--- src/rtl/pc_gen_pkg.sv ---
// ============================================================================
//  Module   : pc_gen_pkg
//  Brief    : Shared state encodings and defaults for the PC generator.
//  Revision : 1.0
// ============================================================================
`default_nettype none

package pc_gen_pkg;

    typedef enum logic [1:0] {
        PC_ST_BOOT = 2'd0,
        PC_ST_RUN  = 2'd1,
        PC_ST_HALT = 2'd2
    } pc_state_e;

    localparam int          HOLD_PC           = 1;
    localparam logic [31:0] PC_RESET_ADDR_DEF = 32'h0000_0000;

endpackage

`default_nettype wire

--- src/rtl/pc_gen_next.sv ---
// ============================================================================
//  Module   : pc_gen_next
//  Brief    : Combinational next-PC select: redirect priority mux, block
//             align and increment.
//  Revision : 1.0
// ============================================================================
`default_nettype none

module pc_gen_next import pc_gen_pkg::*; #(
    parameter int                ADDR_W      = 32,
    parameter logic [ADDR_W-1:0] RESET_ADDR  = ADDR_W'(PC_RESET_ADDR_DEF),
    parameter int                FETCH_BYTES = 4,
    parameter int                HOLD_W      = 3,
    parameter int                HOLD_PC_LVL = HOLD_PC
) (
    input  logic [ADDR_W-1:0] pc_i,
    input  logic              valid_i,
    input  logic              ready_i,
    input  logic              jtag_reset_flag_i,
    input  logic              trap_flag_i,
    input  logic [ADDR_W-1:0] trap_addr_i,
    input  logic              jump_flag_i,
    input  logic [ADDR_W-1:0] jump_addr_i,
    input  logic [HOLD_W-1:0] hold_flag_i,
    output logic              redirect_o,
    output logic              advance_o,
    output logic [ADDR_W-1:0] next_pc_o
);

    localparam logic [ADDR_W-1:0] WORD_MASK = ~ADDR_W'(3);
    localparam logic [ADDR_W-1:0] BLK_MASK  = ~ADDR_W'(FETCH_BYTES - 1);
    localparam logic [ADDR_W-1:0] BLK_INC   = ADDR_W'(FETCH_BYTES);

    logic [ADDR_W-1:0] w_pc_inc;

    // Aligning down first makes an unaligned redirect target land on the
    // next block boundary; overflow wraps back to address zero.
    assign w_pc_inc = (pc_i & BLK_MASK) + BLK_INC;

    always_comb begin
        redirect_o = 1'b0;
        advance_o  = 1'b0;
        next_pc_o  = pc_i;
        if (jtag_reset_flag_i) begin
            redirect_o = 1'b1;
            next_pc_o  = RESET_ADDR;
        end else if (trap_flag_i) begin
            redirect_o = 1'b1;
            next_pc_o  = trap_addr_i & WORD_MASK;
        end else if (jump_flag_i) begin
            redirect_o = 1'b1;
            next_pc_o  = jump_addr_i & WORD_MASK;
        end else if ((hold_flag_i < HOLD_W'(HOLD_PC_LVL)) && valid_i && ready_i) begin
            advance_o  = 1'b1;
            next_pc_o  = w_pc_inc;
        end
    end

endmodule

`default_nettype wire

--- src/rtl/pc_gen.sv ---
// ============================================================================
//  Module   : pc_gen
//  Brief    : Program-counter generator with BOOT/RUN/HALT control and a
//             valid/ready fetch handshake. Optional misaligned-target check
//             compiled in with PC_GEN_MISALIGN_CHK_EN.
//  Revision : 1.0
// ============================================================================
`default_nettype none

module pc_gen import pc_gen_pkg::*; #(
    parameter int                ADDR_W      = 32,
    parameter logic [ADDR_W-1:0] RESET_ADDR  = ADDR_W'(PC_RESET_ADDR_DEF),
    parameter int                FETCH_BYTES = 4,
    parameter int                HOLD_W      = 3,
    parameter int                HOLD_PC_LVL = HOLD_PC
) (
    input  logic              clk,
    input  logic              rst,
    input  logic              jtag_reset_flag_i,
    input  logic              trap_flag_i,
    input  logic [ADDR_W-1:0] trap_addr_i,
    input  logic              jump_flag_i,
    input  logic [ADDR_W-1:0] jump_addr_i,
    input  logic [HOLD_W-1:0] hold_flag_i,
    input  logic              halt_req_i,
    input  logic              resume_i,
    input  logic              pc_ready_i,
    output logic              pc_valid_o,
    output logic [ADDR_W-1:0] pc_o,
    output logic              pc_redirect_o,
    output logic              halted_o,
    output logic              misalign_o
);

    pc_state_e         state_q, state_d;
    logic [ADDR_W-1:0] pc_q, pc_d;
    logic              valid_q, valid_d;
    logic              redirect_q, redirect_d;
    logic              halted_q, halted_d;
    logic              boot_wait_q, boot_wait_d;

    logic              w_nxt_redirect;
    logic              w_nxt_advance;
    logic [ADDR_W-1:0] w_nxt_pc;

    pc_gen_next #(
        .ADDR_W      (ADDR_W),
        .RESET_ADDR  (RESET_ADDR),
        .FETCH_BYTES (FETCH_BYTES),
        .HOLD_W      (HOLD_W),
        .HOLD_PC_LVL (HOLD_PC_LVL)
    ) u_next (
        .pc_i              (pc_q),
        .valid_i           (valid_q),
        .ready_i           (pc_ready_i),
        .jtag_reset_flag_i (jtag_reset_flag_i),
        .trap_flag_i       (trap_flag_i),
        .trap_addr_i       (trap_addr_i),
        .jump_flag_i       (jump_flag_i),
        .jump_addr_i       (jump_addr_i),
        .hold_flag_i       (hold_flag_i),
        .redirect_o        (w_nxt_redirect),
        .advance_o         (w_nxt_advance),
        .next_pc_o         (w_nxt_pc)
    );

    always_ff @(posedge clk) begin
        if (!rst) begin
            state_q     <= PC_ST_BOOT;
            pc_q        <= RESET_ADDR;
            valid_q     <= 1'b0;
            redirect_q  <= 1'b0;
            halted_q    <= 1'b0;
            boot_wait_q <= 1'b1;
        end else begin
            state_q     <= state_d;
            pc_q        <= pc_d;
            valid_q     <= valid_d;
            redirect_q  <= redirect_d;
            halted_q    <= halted_d;
            boot_wait_q <= boot_wait_d;
        end
    end

    always_comb begin
        state_d     = state_q;
        pc_d        = pc_q;
        valid_d     = valid_q;
        redirect_d  = redirect_q;
        halted_d    = halted_q;
        boot_wait_d = boot_wait_q;
        case (state_q)
            PC_ST_BOOT: begin
                // First post-reset cycle is a bubble; the request appears on the second.
                if (boot_wait_q) begin
                    boot_wait_d = 1'b0;
                end else begin
                    state_d    = PC_ST_RUN;
                    pc_d       = RESET_ADDR;
                    valid_d    = 1'b1;
                    redirect_d = 1'b1;
                end
            end
            PC_ST_RUN: begin
                if (w_nxt_redirect) begin
                    pc_d       = w_nxt_pc;
                    redirect_d = 1'b1;
                end else if (halt_req_i) begin
                    state_d  = PC_ST_HALT;
                    valid_d  = 1'b0;
                    halted_d = 1'b1;
                end else if (w_nxt_advance) begin
                    pc_d       = w_nxt_pc;
                    redirect_d = 1'b0;
                end
            end
            PC_ST_HALT: begin
                if (w_nxt_redirect) begin
                    pc_d       = w_nxt_pc;
                    redirect_d = 1'b1;
                end
                if (resume_i) begin
                    state_d  = PC_ST_RUN;
                    valid_d  = 1'b1;
                    halted_d = 1'b0;
                end
            end
            default: begin
                state_d = PC_ST_BOOT;
            end
        endcase
    end

`ifdef PC_GEN_MISALIGN_CHK_EN
    logic misalign_q;
    logic w_tgt_misaligned;

    // JTAG reset always targets RESET_ADDR, so only trap/jump targets are checked.
    assign w_tgt_misaligned = !jtag_reset_flag_i &&
                              (trap_flag_i ? (trap_addr_i[1:0] != 2'b00) :
                               jump_flag_i ? (jump_addr_i[1:0] != 2'b00) : 1'b0);

    always_ff @(posedge clk) begin
        if (!rst) begin
            misalign_q <= 1'b0;
        end else begin
            misalign_q <= (state_q != PC_ST_BOOT) && w_tgt_misaligned;
        end
    end

    assign misalign_o = misalign_q;
`else
    assign misalign_o = 1'b0;
`endif

    assign pc_o          = pc_q;
    assign pc_valid_o    = valid_q;
    assign pc_redirect_o = redirect_q;
    assign halted_o      = halted_q;

endmodule

`default_nettype wire

--- config.mk ---
export PLATFORM = sky130hd
export DESIGN_NAME = pc_gen
export DESIGN_NICKNAME = d
export VERILOG_FILES = /design/src/rtl/pc_gen_pkg.sv /design/src/rtl/pc_gen_next.sv /design/src/rtl/pc_gen.sv
export SDC_FILE = /design/constraint.sdc
export NUM_CORES = 1
export LEC_CHECK = 0
export BUFFER_PORTS_ARGS = -buffer_cell sky130_fd_sc_hd__buf_2
export CORE_MARGIN = 1.5
export CORE_UTILIZATION = 25
export DETAILED_ROUTE_END_ITERATION = 6
export RECOVER_POWER = 50
export SYNTH_ARGS = -nofsm -noshare
export SYNTH_HDL_FRONTEND = slang
export SYNTH_SLANG_ARGS = --single-unit
export TNS_END_PERCENT = 30
--- constraint.sdc ---
create_clock -name clk -period 2.2 [get_ports clk]
set_input_delay 0.33 -clock clk [delete_from_list [all_inputs] [get_ports clk]]
set_output_delay 0.33 -clock clk [all_outputs]
set_load 0.05 [all_outputs]
==> results_dict.tcl <==
set metrics [dict create \
    outcome "finished clean" \
    diodes 0 \
    ios 111 \
    design.die.area_mm2 0.0113 \
    ys_ff_latch 36 \
    grt_max_degree 27 \
    layout_setup_ws_ns 0.121 \
    clock-skew-final_ns 0.0139 \
    hold-path-cell-count 3 \
    multi_input_area_mm2 0.00179 \
    ant_nets 0 \
    first_pass_iters 5 \
    synth_xor_xnor_area_share_pct 2.63 \
    die_h_um 106 \
    worstPathRequired_ns 2.38 \
    crit_type "reg2reg" \
    power_density_mw_per_mm2 552 \
    drt_iter0_drc 231 \
    htree_levels 2 \
    routed_via_density 5.42 \
    synth_most_common_cell "dfxtp_1" \
    holdWs_ns 0.286 \
    hold_viol_final 0 \
    worstPathArrival_ns 2.26 \
    initial_core_util_pct 25.8 \
    numPortBuffers 103 \
    std_cell_rows 37 \
    cts.sinks 36 \
    synthMuxAreaShare_pct 2.67 \
    drv_cap 0 \
    die_x_um 106 \
    drt-wirelength-per-cell_um 17.4 \
    crit_path_start_kind "register" \
    worst_pin_slew_ns 0.664 \
    setup_viol 0 \
    yosys_warnings 0 \
    antenna_found_initial 0 \
    synthCells 344 \
    syn_to_final_growth_pct 32.7 \
    cts.clk_slew.worst_paths_ns 0.08 \
    synthTopCellsByArea "dfxtp_1 27%, nor2_1 4.5%, nand2_1 3.7%, o21ai_0 3.6%, a21oi_1 3.2%" \
    n_fill_cell 1147 \
    rsz0062_at_grt "false" \
    synth-compound-area-share_pct 32.0 \
    hold_class "in2reg" \
    maxSlewViolCount 0 \
    synth_flop_cell "dfxtp_1" \
    nNetsFinal 540 \
    wl_mm 10.4 \
    synth_top_family_by_area "compound AO/OA/AOI/OAI gates" \
    coreArea_mm2 0.0103 \
    clockBufferDepth 2 \
    drive_gt1_share_pct 29.5 \
    maxSlewHeadroom_pct 55.9 \
    cts_tree "yes" \
    place_ws_ns 0.0591 \
    p_switching_uw 785 \
    max-vdd-ir-drop_uv 332 \
    leakagePower_uw 0.00142 \
    period_needed_ns 2.08 \
    synthAdderAreaFrac_pct 2.35 \
    clock.fmax_mhz 481 \
    grtUsageTotal_pct 18.3 \
    cts_buffers 5 \
    end_kind "register" \
    grt.overflow.total 0 \
    clkLatencyLatePin_ns 0.30 \
    register_area_um2 734 \
    reg2reg_depth 10 \
    synth_edf_count 0 \
    synth_top_area_share_pct 27.0 \
    cts-root-buf "clkbuf_8" \
    avgSynthCellArea_um2 7.75 \
    place_congestion 0.812 \
    vias 3236 \
    pwr-share-seq_pct 38.6 \
    fin_crit_sh_pct 94.5 \
    yosys-top-cells-count "36 x dfxtp_1, 32 x nor2_1, 26 x nand2_1" \
    synth.distinct_cells 66 \
    route.detailed.drc 0 \
    sw_frac_of_total_pct 40.1 \
    async_flop_share_pct 0 \
    grt_pass1_wl_mm 16.2 \
    power_frac_comb_pct 36.2 \
    yosysTopAreaCell "dfxtp_1" \
    seq_area_frac_synth_pct 27.0 \
    grt_pass1_vias 3125 \
    cts_setup_buffers 0 \
    cp_max_fo 9 \
    dp_hpwl_mm 7.89 \
    intPower_uw 1170 \
    finalPower_uw 1960 \
    yosys.area_share.simple_pct 26.5 \
    syn_area_mm2 0.00267 \
    clkPwrFrac_pct 25.3 \
]
## final timing paths
path,end,slack (ns),start
setup / recovery,pc_o[21],0.12,state_q[0]
hold / removal,pc_o[14],0.29,trap_addr_i[14]
hold reg to reg,pc_redirect_o,0.49,pc_redirect_o
setup reg to reg,pc_o[21],0.12,state_q[0]
## critical path, stage by stage (launching register included)
cell and delay [ns]:
dfxtp_2 0.36, inv_1 0.07, ha_1 0.31, buf_4 0.15, nor2_1 0.11, a311oi_2 0.08, buf_4 0.17, o31ai_1 0.19
buf_4 0.22, o21ai_0 0.12, a22o_1 0.19
## area by class of cell
cell class | instances | area share [%]
multi-input combinational | 270 | 50.7
clock buffer | 5 | 1.94
inverter | 14 | 1.48
tap | 136 | 4.81
clock inverter | 3 | 0.530
timing repair buffer | 133 | 19.8
sequential | 36 | 20.7
## state kept, by name, summed over array words and instances, names as in the netlist
name and count:
pc_valid_o 1, state_q 2, halted_o 1, pc_o 30
pc_redirect_o 1, boot_wait_q 1
## kinds of logic (layout without fill, tap and decap cells)
kind of cell	count (synthesis)	in the layout
AND/OR/NAND/NOR	129	129
AO/OA/AOI/OAI	118	118
buffers and inverters	40	155
flip-flops	36	36
XOR/XNOR	8	8
multiplexers	7	7
adder cells (fa/ha/maj)	5	5
other	1	3
## stage by stage
stage | instance area [um^2] | instances | TNS (ns) | util (%)
after floorplan | 2690 | 346 | -0.0653 | -
after global placement | 3470 | 589 | 0 | 33.6
after detailed placement | 3470 | 589 | 0 | 33.6
after CTS | 3560 | 597 | 0 | 34.5
after global routing | 3540 | 597 | 0 | 34.3
final | 3540 | 597 | 0 | 34.3
## metal layers
metal / GRT usage (%) / vias up / wire length [um]
li1: - / 1548 / -
met1: 23.2 / 1558 / 4550
met2: 31.8 / 118 / 5030
met3: 3.56 / 12 / 682
met4: 4.25 / 0 / 128
met5: 0 / - / 0
## layout by cell type, fill, tap and decap left out, drive strengths merged, types with 12 or more instances in the layout
cell	netlist	routed
a21oi	17	17
buf	11	102
clkbuf	15	36
dfxtp	36	36
inv	13	13
nand2	26	26
nand3	15	15
nor2	32	32
nor3	13	13
o21ai	20	20
o22ai	12	12
## power by group through the flow
stage / registers (uW) / logic [uW] / clock network [uW]
floorplan: 874 / 336 / 0
global placement: 761 / 690 / 0
detailed placement: 764 / 703 / 0
CTS: 749 / 707 / 506
global route: 762 / 763 / 536
finish: 754 / 708 / 494
## what timing repair did
action,4_1_cts,5_1_grt
endpoints found under the setup margin,0,18
resized for setup,0,6
hold buffers,0,0
Power figures use the tool's default switching activity.
